## config.mk

```make
export PLATFORM = sky130hd
export DESIGN_NAME = rsa_host_ctrl
export DESIGN_NICKNAME = d
export VERILOG_FILES = /design/src/rtl/rsa_host_ctrl.sv
export SDC_FILE = /design/constraint.sdc
export NUM_CORES = 1
export LEC_CHECK = 0
export BUFFER_PORTS_ARGS = -buffer_cell sky130_fd_sc_hd__clkbuf_2
export CAP_MARGIN = 20
export CELL_PAD_IN_SITES_DETAIL_PLACEMENT = 1
export CELL_PAD_IN_SITES_GLOBAL_PLACEMENT = 1
export CORE_MARGIN = 5
export CORE_UTILIZATION = 39
export CTS_BUF_LIST = sky130_fd_sc_hd__clkbuf_4
export DETAILED_ROUTE_END_ITERATION = 12
export PLACE_DENSITY_LB_ADDON = 0.08
export SETUP_SLACK_MARGIN = 0.02
export SYNTH_ARGS = -nofsm -noshare
export SYNTH_HDL_FRONTEND = slang
export SYNTH_SLANG_ARGS = --single-unit
export TNS_END_PERCENT = 50
```

## constraint.sdc

```tcl
create_clock -name clk -period 2.1 [get_ports clk]
set_clock_uncertainty 0.2 [all_clocks]
set_input_delay 0.42 -clock clk [delete_from_list [all_inputs] [get_ports clk]]
set_output_delay 0.42 -clock clk [all_outputs]
set_load 0.005 [all_outputs]
```

## src/rtl/rsa_host_ctrl.sv

```systemverilog
// Host sequencer for the modexp core: loads M/E/P, derives Const = 2^CONST_EXP mod M, runs the core, returns C.
// Latency: 1 cycle CHECK + CONST_EXP cycles CONST + core time in RUN + 1 cycle to out_valid; error path 2 cycles.
// Backpressure: in_ready only in LOAD; RESULT holds out_data/out_err until out_ready, no operands taken meanwhile.
module rsa_host_ctrl #(
    parameter int WIDTH     = 8,
    parameter int CONST_EXP = 2 * (WIDTH + 2)
) (
    input  logic             clk,
    input  logic             rst,
    input  logic [WIDTH-1:0] in_data,
    input  logic             in_valid,
    output logic             in_ready,
    output logic [WIDTH-1:0] out_data,
    output logic             out_err,
    output logic             out_valid,
    input  logic             out_ready,
    output logic             busy,
    output logic             rsa_en,
    output logic [WIDTH-1:0] rsa_P,
    output logic [WIDTH-1:0] rsa_E,
    output logic [WIDTH-1:0] rsa_M,
    output logic [WIDTH-1:0] rsa_Const,
    input  logic [WIDTH-1:0] rsa_C,
    input  logic             rsa_eoc
);

    localparam int IW = $clog2(CONST_EXP + 1);

    typedef enum logic [2:0] {
        S_LOAD,
        S_CHECK,
        S_CONST,
        S_RUN,
        S_RESULT
    } state_t;

    state_t           state_q, state_d;
    logic [1:0]       wcnt_q, wcnt_d;
    logic [IW-1:0]    iter_q, iter_d;
    logic [WIDTH:0]   acc_q, acc_d;
    logic [WIDTH-1:0] m_q, m_d;
    logic [WIDTH-1:0] e_q, e_d;
    logic [WIDTH-1:0] p_q, p_d;
    logic [WIDTH-1:0] const_q, const_d;
    logic [WIDTH-1:0] out_data_q, out_data_d;
    logic             out_err_q, out_err_d;

    // acc stays below M, so doubling fits in WIDTH+1 bits and one conditional
    // subtract keeps it reduced.
    logic [WIDTH:0]   acc_dbl;
    logic [WIDTH:0]   acc_nxt;
    logic             op_bad;

    // One step of the doubling reduction and the operand sanity check.
    always_comb begin
        acc_dbl = {acc_q[WIDTH-1:0], 1'b0};
        acc_nxt = (acc_dbl >= {1'b0, m_q}) ? (acc_dbl - {1'b0, m_q}) : acc_dbl;
        op_bad  = (m_q[0] == 1'b0) || (m_q < WIDTH'(3)) || (p_q >= m_q);
    end

    // Next-state and datapath updates for the sequencer.
    always_comb begin
        state_d    = state_q;
        wcnt_d     = wcnt_q;
        iter_d     = iter_q;
        acc_d      = acc_q;
        m_d        = m_q;
        e_d        = e_q;
        p_d        = p_q;
        const_d    = const_q;
        out_data_d = out_data_q;
        out_err_d  = out_err_q;
        case (state_q)
            S_LOAD: begin
                if (in_valid) begin
                    case (wcnt_q)
                        2'd0:    m_d = in_data;
                        2'd1:    e_d = in_data;
                        default: p_d = in_data;
                    endcase
                    if (wcnt_q == 2'd2) begin
                        wcnt_d  = 2'd0;
                        state_d = S_CHECK;
                    end else begin
                        wcnt_d = wcnt_q + 2'd1;
                    end
                end
            end
            S_CHECK: begin
                if (op_bad) begin
                    out_data_d = '0;
                    out_err_d  = 1'b1;
                    state_d    = S_RESULT;
                end else begin
                    acc_d   = (WIDTH+1)'(1);
                    iter_d  = '0;
                    state_d = S_CONST;
                end
            end
            S_CONST: begin
                acc_d  = acc_nxt;
                iter_d = iter_q + IW'(1);
                // Last iteration: the counter reaches CONST_EXP on this edge.
                if (iter_q == IW'(CONST_EXP - 1)) begin
                    const_d = acc_nxt[WIDTH-1:0];
                    state_d = S_RUN;
                end
            end
            S_RUN: begin
                if (rsa_eoc) begin
                    out_data_d = rsa_C;
                    out_err_d  = 1'b0;
                    state_d    = S_RESULT;
                end
            end
            S_RESULT: begin
                if (out_ready) begin
                    state_d = S_LOAD;
                end
            end
            default: state_d = S_LOAD;
        endcase
    end

    // State and datapath registers; reset also discards a partial operand set.
    always_ff @(posedge clk or posedge rst) begin
        if (rst) begin
            state_q    <= S_LOAD;
            wcnt_q     <= '0;
            iter_q     <= '0;
            acc_q      <= '0;
            m_q        <= '0;
            e_q        <= '0;
            p_q        <= '0;
            const_q    <= '0;
            out_data_q <= '0;
            out_err_q  <= 1'b0;
        end else begin
            state_q    <= state_d;
            wcnt_q     <= wcnt_d;
            iter_q     <= iter_d;
            acc_q      <= acc_d;
            m_q        <= m_d;
            e_q        <= e_d;
            p_q        <= p_d;
            const_q    <= const_d;
            out_data_q <= out_data_d;
            out_err_q  <= out_err_d;
        end
    end

    // Handshake and enable outputs decode straight from the state register, so
    // an asynchronous reset drops them immediately. RESULT always passes through
    // LOAD before RUN, so rsa_en is low for at least one cycle between runs.
    assign in_ready  = (state_q == S_LOAD);
    assign busy      = (state_q != S_LOAD);
    assign out_valid = (state_q == S_RESULT);
    assign rsa_en    = (state_q == S_RUN);
    assign out_data  = out_data_q;
    assign out_err   = out_err_q;
    assign rsa_M     = m_q;
    assign rsa_E     = e_q;
    assign rsa_P     = p_q;
    assign rsa_Const = const_q;

endmodule
```

==> impl_metrics.ini, run 1 <==
[sta]
tns_ps = -3328
tightestPinTransition_ps = 427.3
finalMaxSlewViolations = 0
rsz0062_at_grt = true
period_needed_ps = 2269
fin_ws_ps = -168.6
max_slew_margin_pct = 71.43
setup_viol = 32
hold_violations = 0
fmax_mhz = 440.8
fin_crit_sh_pct = 108.0

[setup_path]
crit_arrival_ps = 2360
startpoint_type = flop
end_kind = flop
cp_max_fo = 7
crit_required_ps = 2190
critPathKind = flop to flop

[clocking]
cts_buffers = 9
max-clock-path-buffers = 2
worstSkewPairLatency_ps = 400
cts_max_level = 3
cts_root_buffer = clkbuf_4
clkTransAtPathRegs_ps = 120
cts.sinks = 59
cts_tree = done

[detailed_routing]
vias_per_cell = 5.186
drc_errors = 0
first_iter_violations = 50
vias = 2738
ant_nets = 0
drt_first_pass_iters = 4
wl_per_cell_um = 17.81
totalWireLength_um = 9402

[logic_synthesis]
synth_commonest_cells = dfrtp_1, nand2_1, o21ai_0
ys_ff_latch = 59
ys.flop_type = dfrtp_1
synth_area_per_cell_um2 = 10.57
synth_seq_area_share_pct = 49.19
synth_top_area_share_pct = 49.19
synthMostInstantiatedCell = dfrtp_1
synthTopCellsByArea = dfrtp_1, ha_1, mux2_2
synthesis.instances = 284
ys_warn_count = 0
syn_area_um2 = 3002
async_reset_ff_share_pct = 100.0
ys_types = 52
synth_edf_count = 0
synth_nets = 323
yosys.area.top_type = dfrtp_1

[die]
chipHeight_um = 97.73
rows = 32
initial_core_util_pct = 39.46
ios = 66
dieArea_um2 = 9551
die_w_um = 97.73
core_um2 = 7607

[place]
place_ws_ps = -254.2
place_congestion = 0.8012
dp_hpwl_um = 6218
place_area_um2 = 3886
io_buffers = 65

[grt]
globalRouteOverflowTotal = 0
grtUsageTotal_pct = 19.14
antenna_found_initial = 0
grt_pass1_wl_um = 14810
grt_pass1_vias = 2966
grt_max_degree = 60

[pwr]
power.total_uw = 8549
leakagePower_uw = 0.002154
peakVddDrop_mv = 0.6693
pwr_density_cell_nw_per_um2 = 1864

[outcome]
violations = negative setup slack
status = finished with violations

[finish]
post-route-cell-area_um2 = 4587
insertedDiodeCount = 0
seq_area_um2 = 1479
drive_gt1_share_pct = 54.46
fill_cells = 856
area_growth_pct = 52.81
nets = 460
multi_input_area_um2 = 1814

[hold_path]
hold_path_class = primary input to flop

[run]
max_cap_viol_count = 0
==> report_power, final <==
part           internal [uW]  leakage (uW)  switching [uW]  total [uW]
Combinational           2900       0.00130            2630        5540
Sequential              1560      0.000753             381        1940
Clock                    601     0.0000975             467        1070
Total                   5070       0.00215            3480        8550
==> per-layer routing <==
metal / wire length [um] / up-vias / GRT usage (%)
met1: 4112 / 1377 / 24.14
met2: 4825 / 49 / 33.00
met4: 148 / 0 / 5.751
met3: 317 / 12 / 4.143
met5: 0 / - / 0
li1: - / 1300 / -
==> through the flow <==
stage	cells	utilization [%]	hold WS, ps
floorplan	284	-	270.9
global placement	495	51.09	259.8
detailed placement	495	51.09	270.3
CTS	520	57.45	29.28
global route	528	60.30	12.41
finish	528	60.30	37.34
==> state kept, by name (all words and copies together), names as in the netlist <==
register and cells:
out_err 1, iter_q 5, wcnt_q 2, rsa_Const 8
acc_q 8, rsa_M 8, out_data 8, rsa_P 8
state_q 3, rsa_E 8
==> worst max-delay path: stages (launching register included) <==
cell and delay, ps:
dfrtp_2 480, buf_4 170, inv_4 60, buf_6 110, ha_4 130, nand3_2 80, nor3b_4 180, o211ai_4 220
buf_12 190, mux2i_4 250, o2bb2ai_1 100
==> cell usage in the layout, fill, tap and decap left out, types with 5 or more instances in the layout <==
master | Yosys | final
inv_2 | 0 | 8
buf_4 | 0 | 56
nand4_1 | 9 | 9
mux2i_4 | 0 | 5
ha_4 | 0 | 10
nand2_1 | 30 | 27
o21ai_1 | 2 | 14
mux2_2 | 16 | 16
nand3_1 | 7 | 6
nor2_1 | 8 | 8
clkbuf_4 | 0 | 9
ha_1 | 17 | 7
buf_6 | 1 | 8
clkbuf_2 | 0 | 65
dfrtp_1 | 59 | 57
o21ai_0 | 28 | 12
a21o_1 | 5 | 5
inv_1 | 25 | 16
==> cell type report <==
| class | count | share of cell area (%) |
|---|---|---|
| sequential | 59 | 32.24 |
| tap | 102 | 2.782 |
| clock buffer | 9 | 1.473 |
| inverter | 25 | 2.100 |
| timing repair buffer | 132 | 19.31 |
| multi-input combinational | 194 | 39.55 |
| clock inverter | 7 | 2.537 |
==> timing repair <==
action                                 in CTS  in global routing
gates resized for setup                    47                 37
gates cloned                                1                  1
setup endpoints to repair                  33                 43
pin swaps                                  17                 19
endpoints found under the hold margin      59                  0
hold buffers                                1                  0
setup buffers                               7                  7
==> worst paths after layout <==
kind	startpoint	endpoint	slack, ps	depth (start not counted)
min reg2reg	rsa_Const[0]	rsa_Const[0]	290	2
min in group asynchronous	rst	out_data[5]	400	4
max	rsa_M[0]	acc_q[4]	-170	10
max in group asynchronous	rst	rsa_Const[4]	1020	4
min	rsa_C[4]	out_data[4]	40	3
max reg2reg	rsa_M[0]	acc_q[4]	-170	10
==> cell families (layout without fill, tap and decap cells) <==
group,after synthesis,in the layout,share of synthesized area [%]
simple gates,78,79,13.84
fa+ha+maj,18,18,7.753
buf+inv,33,173,4.460
xor+xnor,3,3,0.8755
compound gates,72,73,16.22
flops,59,59,49.19
mux,21,21,7.670
Note: power is estimated with default switching activity, not from simulation.
==> run 2: changes to the inputs <==
ABC_AREA = 1   (was default)
CORE_UTILIZATION = 38   (was 39)
TNS_END_PERCENT = 100   (was 50)
==> impl_metrics.ini, run 2 <==
[finish]
nets = 544
layout_common_cells = nand2_1, clkbuf_2, dfrtp_1
area_growth_pct = 27.10
insertedDiodeCount = 0
drive_gt1_share_pct = 34.71
seq_area_um2 = 1476
post-route-cell-area_um2 = 4249
postLayoutCoreUtil_pct = 49.20
fill_cells = 1064
layout_commonest_cell = nand2_1
multi_input_area_um2 = 1725

[logic_synthesis]
ys_warn_count = 0
synthesis.instances = 408
ys_types = 29
ys_ff_latch = 59
synth_area_per_cell_um2 = 8.194
synth_seq_area_share_pct = 44.16
synth_top_area_share_pct = 44.16
synthTopCellsByArea = dfrtp_1, nand2_1, ha_1
yosys.area.top_type = dfrtp_1
synth_edf_count = 0
synth_commonest_cells = nand2_1, dfrtp_1, inv_1
synthMostInstantiatedCell = nand2_1
ys.flop_type = dfrtp_1
async_reset_ff_share_pct = 100.0
syn_area_um2 = 3343
synth_nets = 447

[setup_path]
crit_required_ps = 1480
startpoint_type = flop
cp_max_fo = 6
crit_arrival_ps = 1380
critPathKind = flop to output port
end_kind = output port

[run]
max_cap_viol_count = 0

[sta]
finalMaxSlewViolations = 0
max_slew_margin_pct = 63.18
tightestPinTransition_ps = 548.1
hold_ws_ps = 84.53
setup_viol = 0
fin_crit_sh_pct = 95.37
period_needed_ps = 2003
fin_ws_ps = 97.14
fmax_mhz = 499.3
hold_violations = 0

[detailed_routing]
vias = 3047
vias_per_cell = 4.930
wl_per_cell_um = 15.51
totalWireLength_um = 9588
ant_nets = 0
first_iter_violations = 80
drt_first_pass_iters = 4
drc_errors = 0

[die]
ios = 66
core_um2 = 8636
rows = 34
chipHeight_um = 103.8
dieArea_um2 = 10770
initial_core_util_pct = 38.71
die_w_um = 103.8

[pwr]
peakVddDrop_mv = 0.5682
pwr_density_cell_nw_per_um2 = 1597
leakagePower_uw = 0.002346
power.total_uw = 6786

[place]
dp_hpwl_um = 7112
place_ws_ps = -56.39
place_congestion = 0.8588
place_area_um2 = 3847
io_buffers = 65

[grt]
grtUsageTotal_pct = 17.76
grt_pass1_wl_um = 15730
antenna_found_initial = 0
grt_max_degree = 26
globalRouteOverflowTotal = 0
grt_pass1_vias = 3149

[clocking]
max-clock-path-buffers = 2
cts_buffers = 9
cts.sinks = 59
cts_max_level = 3
clkTransAtPathRegs_ps = 120
cts_tree = done
cts_root_buffer = clkbuf_4
worstSkewPairLatency_ps = 420

[hold_path]
hold_path_class = primary input to flop

[outcome]
status = completed
==> run 2: cell count changes after synthesis, moves of 5 or more <==
cell	before	now
nand2_1	30	128
inv_1	25	54
nand3_1	7	30
o21ai_0	28	7
nor2_1	8	26
mux2_2	16	0
o21ai_2	0	16
o21ai_1	2	9
o2bb2ai_1	6	0
a21o_1	5	0
mux2i_1	5	0
nand2_2	0	5
nand2b_1	5	0
==> run 2: path summary, 6_finish.rpt <==
| kind | startpoint | slack (ps) | depth (start not counted) | end |
|---|---|---|---|---|
| max | state_q[2] | 100 | 4 | in_ready |
| min | out_ready | 80 | 4 | state_q[2] |
| max reg2reg | rsa_M[6] | 120 | 13 | rsa_Const[4] |
| min reg2reg | out_data[7] | 290 | 2 | out_data[7] |
| max in group asynchronous | rst | 750 | 4 | out_data[1] |
| min in group asynchronous | rst | 350 | 3 | rsa_E[7] |
==> run 2: layout make-up <==
class | count | share of cell area (%)
Clock buffer | 9 | 1.590
Inverter | 59 | 5.389
Multi-Input combinational cell | 287 | 40.61
Clock inverter | 7 | 2.150
Sequential cell | 59 | 34.75
Timing Repair Buffer | 89 | 12.34
Tap cell | 108 | 3.180
==> run 2: where the power goes <==
group,internal (uW),total [uW],switching (uW)
clock network,481,977,496
registers,1510,1860,348
logic,1580,3950,2370
total,3570,6790,3210
==> run 2: logic make-up after synthesis <==
| logic type | after synthesis | synth area share, % |
|---|---|---|
| flip-flops | 59 | 44.16 |
| XOR/XNOR | 5 | 1.310 |
| AO/OA/AOI/OAI | 38 | 7.485 |
| buffers and inverters | 66 | 8.832 |
| adder cells (fa/ha/maj) | 18 | 6.961 |
| AND/OR/NAND/NOR | 222 | 31.25 |
==> run 2: timing repair <==
action,in CTS,in global routing
pin swaps,2,8
endpoints found under the hold margin,19,0
endpoints found under the setup margin,14,30
resized for setup,0,30
gates cloned,2,2
setup buffers,4,6
hold buffers,1,0
==> run 2: critical path, stage by stage (launching register included) <==
cell	delay (ps)
dfrtp_1	480
nor2_2	180
nand2_2	110
inv_4	90
clkbuf_2	110
==> run 2: routing by layer <==
layer / vias up / track usage (%) / share of wire [%] / wire, um
met2: 52 / 29.78 / 50 / 4755
met3: 10 / 3.918 / 3.4 / 325
met1: 1492 / 23.50 / 46 / 4401
met5: - / 0 / 0 / 0
li1: 1493 / - / - / -
met4: 0 / 3.885 / 1.1 / 105
==> run 2: stage by stage <==
stage,TNS (ps),std cells
2_1_floorplan,0,408
3_3_place_gp,0,587
3_5_place_dp,-386.6,587
4_1_cts,0,610
5_1_grt,-97.65,618
6_report,0,618
==> run 3: changes to the inputs <==
CORE_UTILIZATION = 42   (was 38)
clock period = 1.9 ns   (was 2.1 ns; I/O delays follow)
==> impl_metrics.ini, run 3 (same netlist as run 2, synthesis figures left out) <==
[outcome]
status = finished with violations
violations = negative setup slack

[sta]
tightestPinTransition_ps = 428.2
fin_ws_ps = -36.70
fmax_mhz = 516.3
finalMaxSlewViolations = 0
fin_crit_sh_pct = 101.9
rsz0062_at_grt = true
setup_viol = 18
max_slew_margin_pct = 71.23
period_needed_ps = 1937
hold_violations = 0
tns_ps = -285.7

[pwr]
swShare_pct = 45.97
leakagePower_uw = 0.002464
power.total_uw = 8517
comb_power_share_pct = 63.6
p_int_uw = 4602
p_sw_uw = 3915
seqPwrFrac_pct = 24.4
pwr-share-clk_pct = 12.0
peakVddDrop_mv = 0.7326
pwr_density_cell_nw_per_um2 = 1846

[setup_path]
cp_max_fo = 8
crit_arrival_ps = 2040
critical_path.cell_chain = inv_2 -> ha_4 -> nand2_2 -> nand2_2 -> nor2_1 -> nor2_1 -> nor2_2 -> nand3_4 -> buf_6 -> nand4_1 -> nand2_1
end_kind = flop
startpoint_type = flop
max_stage_delay_ps = 400
critPathKind = flop to flop
worstSetupStartpoint = rsa_M[6]
critPathTopFamily = simple AND/OR/NAND/NOR gates
crit_required_ps = 2010
cp_slowest_cell = dfrtp_1
crit_buf_inv = 2
r2r-start = rsa_M[6]

[clocking]
cts_buffers = 9
cts.sinks = 59
worstSkewPairLatency_ps = 410
cts_tree = done
max-clock-path-buffers = 2
clkTransAtPathRegs_ps = 100
cts_max_level = 3
cts_root_buffer = clkbuf_4

[finish]
post-route-cell-area_um2 = 4614
drive_gt1_share_pct = 43.31
nets = 565
insertedDiodeCount = 0
layout_common_cells = nand2_1, clkbuf_2, dfrtp_1
area_growth_pct = 38.02
layout_commonest_cell = nand2_1
final_cells = 633
postLayoutCoreUtil_pct = 59.71

[grt]
grt_pass1_vias = 3530
grt_pass1_wl_um = 16710
antenna_found_initial = 0
grtUsageTotal_pct = 20.94
globalRouteOverflowTotal = 0
grt_max_degree = 60

[die]
chipHeight_um = 99.22
dieArea_um2 = 9845
die_w_um = 99.22
rows = 32
core_um2 = 7727
initial_core_util_pct = 43.26
ios = 66

[hold_path]
hold_start = in_data[2]
hold_path_class = primary input to flop

[detailed_routing]
ant_nets = 0
first_iter_violations = 112
vias = 3180
vias_per_cell = 5.024
wl_per_cell_um = 15.55
drc_errors = 0
drt_first_pass_iters = 4
totalWireLength_um = 9843

[run]
max_cap_viol_count = 0

[place]
dp_hpwl_um = 6984
place_congestion = 0.8925
place_area_um2 = 4001
io_buffers = 65
place_inst = 602
## run 3: cell types whose count changed in the layout (fill, tap and decap cells not counted), moves of 4 or more
cell and delta:
ha_4 +8, inv_2 +5, nand2_1 -8, nand3_1 -6, nand2_2 +7, inv_1 -6, nand3_2 +4, ha_1 -7
buf_4 +21
## run 3: cell type report
class                   instances  area, um^2
repair buffers                112       719.4
flip-flops and latches         59        1480
well taps                     102       127.6
fillers                       945        3113
multi-input cells             285        1899
clock buffers                  10       75.07
inverters                      59       232.7
clock inverters                 6       80.08
## run 3: through the flow
stage	hold slack (ps)	worst slack [ps]
after floorplan	265.4	45.67
after global placement	256.7	-117.7
after detailed placement	265.7	-151.3
after CTS	38.21	-4.618
after global routing	52.04	-158.6
final	57.78	-36.70
## run 3: path summary, 6_finish.rpt
path | endpoint | slack, ps | cells after the start
setup reg to reg | out_data[6] | -40 | 11
max in group asynchronous | state_q[2] | 840 | 4
hold reg to reg | rsa_Const[6] | 290 | 2
hold / removal | rsa_M[2] | 60 | 3
min in group asynchronous | acc_q[0] | 400 | 4
setup / recovery | out_data[6] | -40 | 11
## run 3: power groups by stage
stage	Combinational, uW	Sequential [uW]	Clock (uW)
2_1_floorplan	2590	2010	0
3_3_place_gp	3950	2000	0
3_5_place_dp	4130	2020	0
4_1_cts	4990	2050	1050
5_1_grt	6000	2130	1110
6_report	5420	2070	1030
## run 3: timing repair
action / CTS / global route
gates cloned: 2 / 0
hold buffers: 1 / 0
resized for setup: 47 / 28
endpoints found under the setup margin: 32 / 36
hold endpoints to repair: 59 / 0
buffers inserted: 11 / 1
pin swaps: 24 / 22
## run 3: worst reg2reg max path, cell delays in order, from the launching register on
cell and delay [ps]:
dfrtp_1 400, inv_2 120, ha_4 230, nand2_2 80, nand2_2 40, nor2_1 90
nor2_1 60, nor2_2 150, nand3_4 140, buf_6 190, nand4_1 90, nand2_1 60
## run 3: layer usage
| layer | vias up | global-route usage [%] | share of wire (%) |
|---|---|---|---|
| met4 | 0 | 6.933 | 2.5 |
| li1 | 1539 | - | - |
| met2 | 63 | 36.83 | 52 |
| met1 | 1560 | 25.44 | 42 |
| met5 | - | 0 | 0 |
| met3 | 18 | 4.418 | 3.7 |
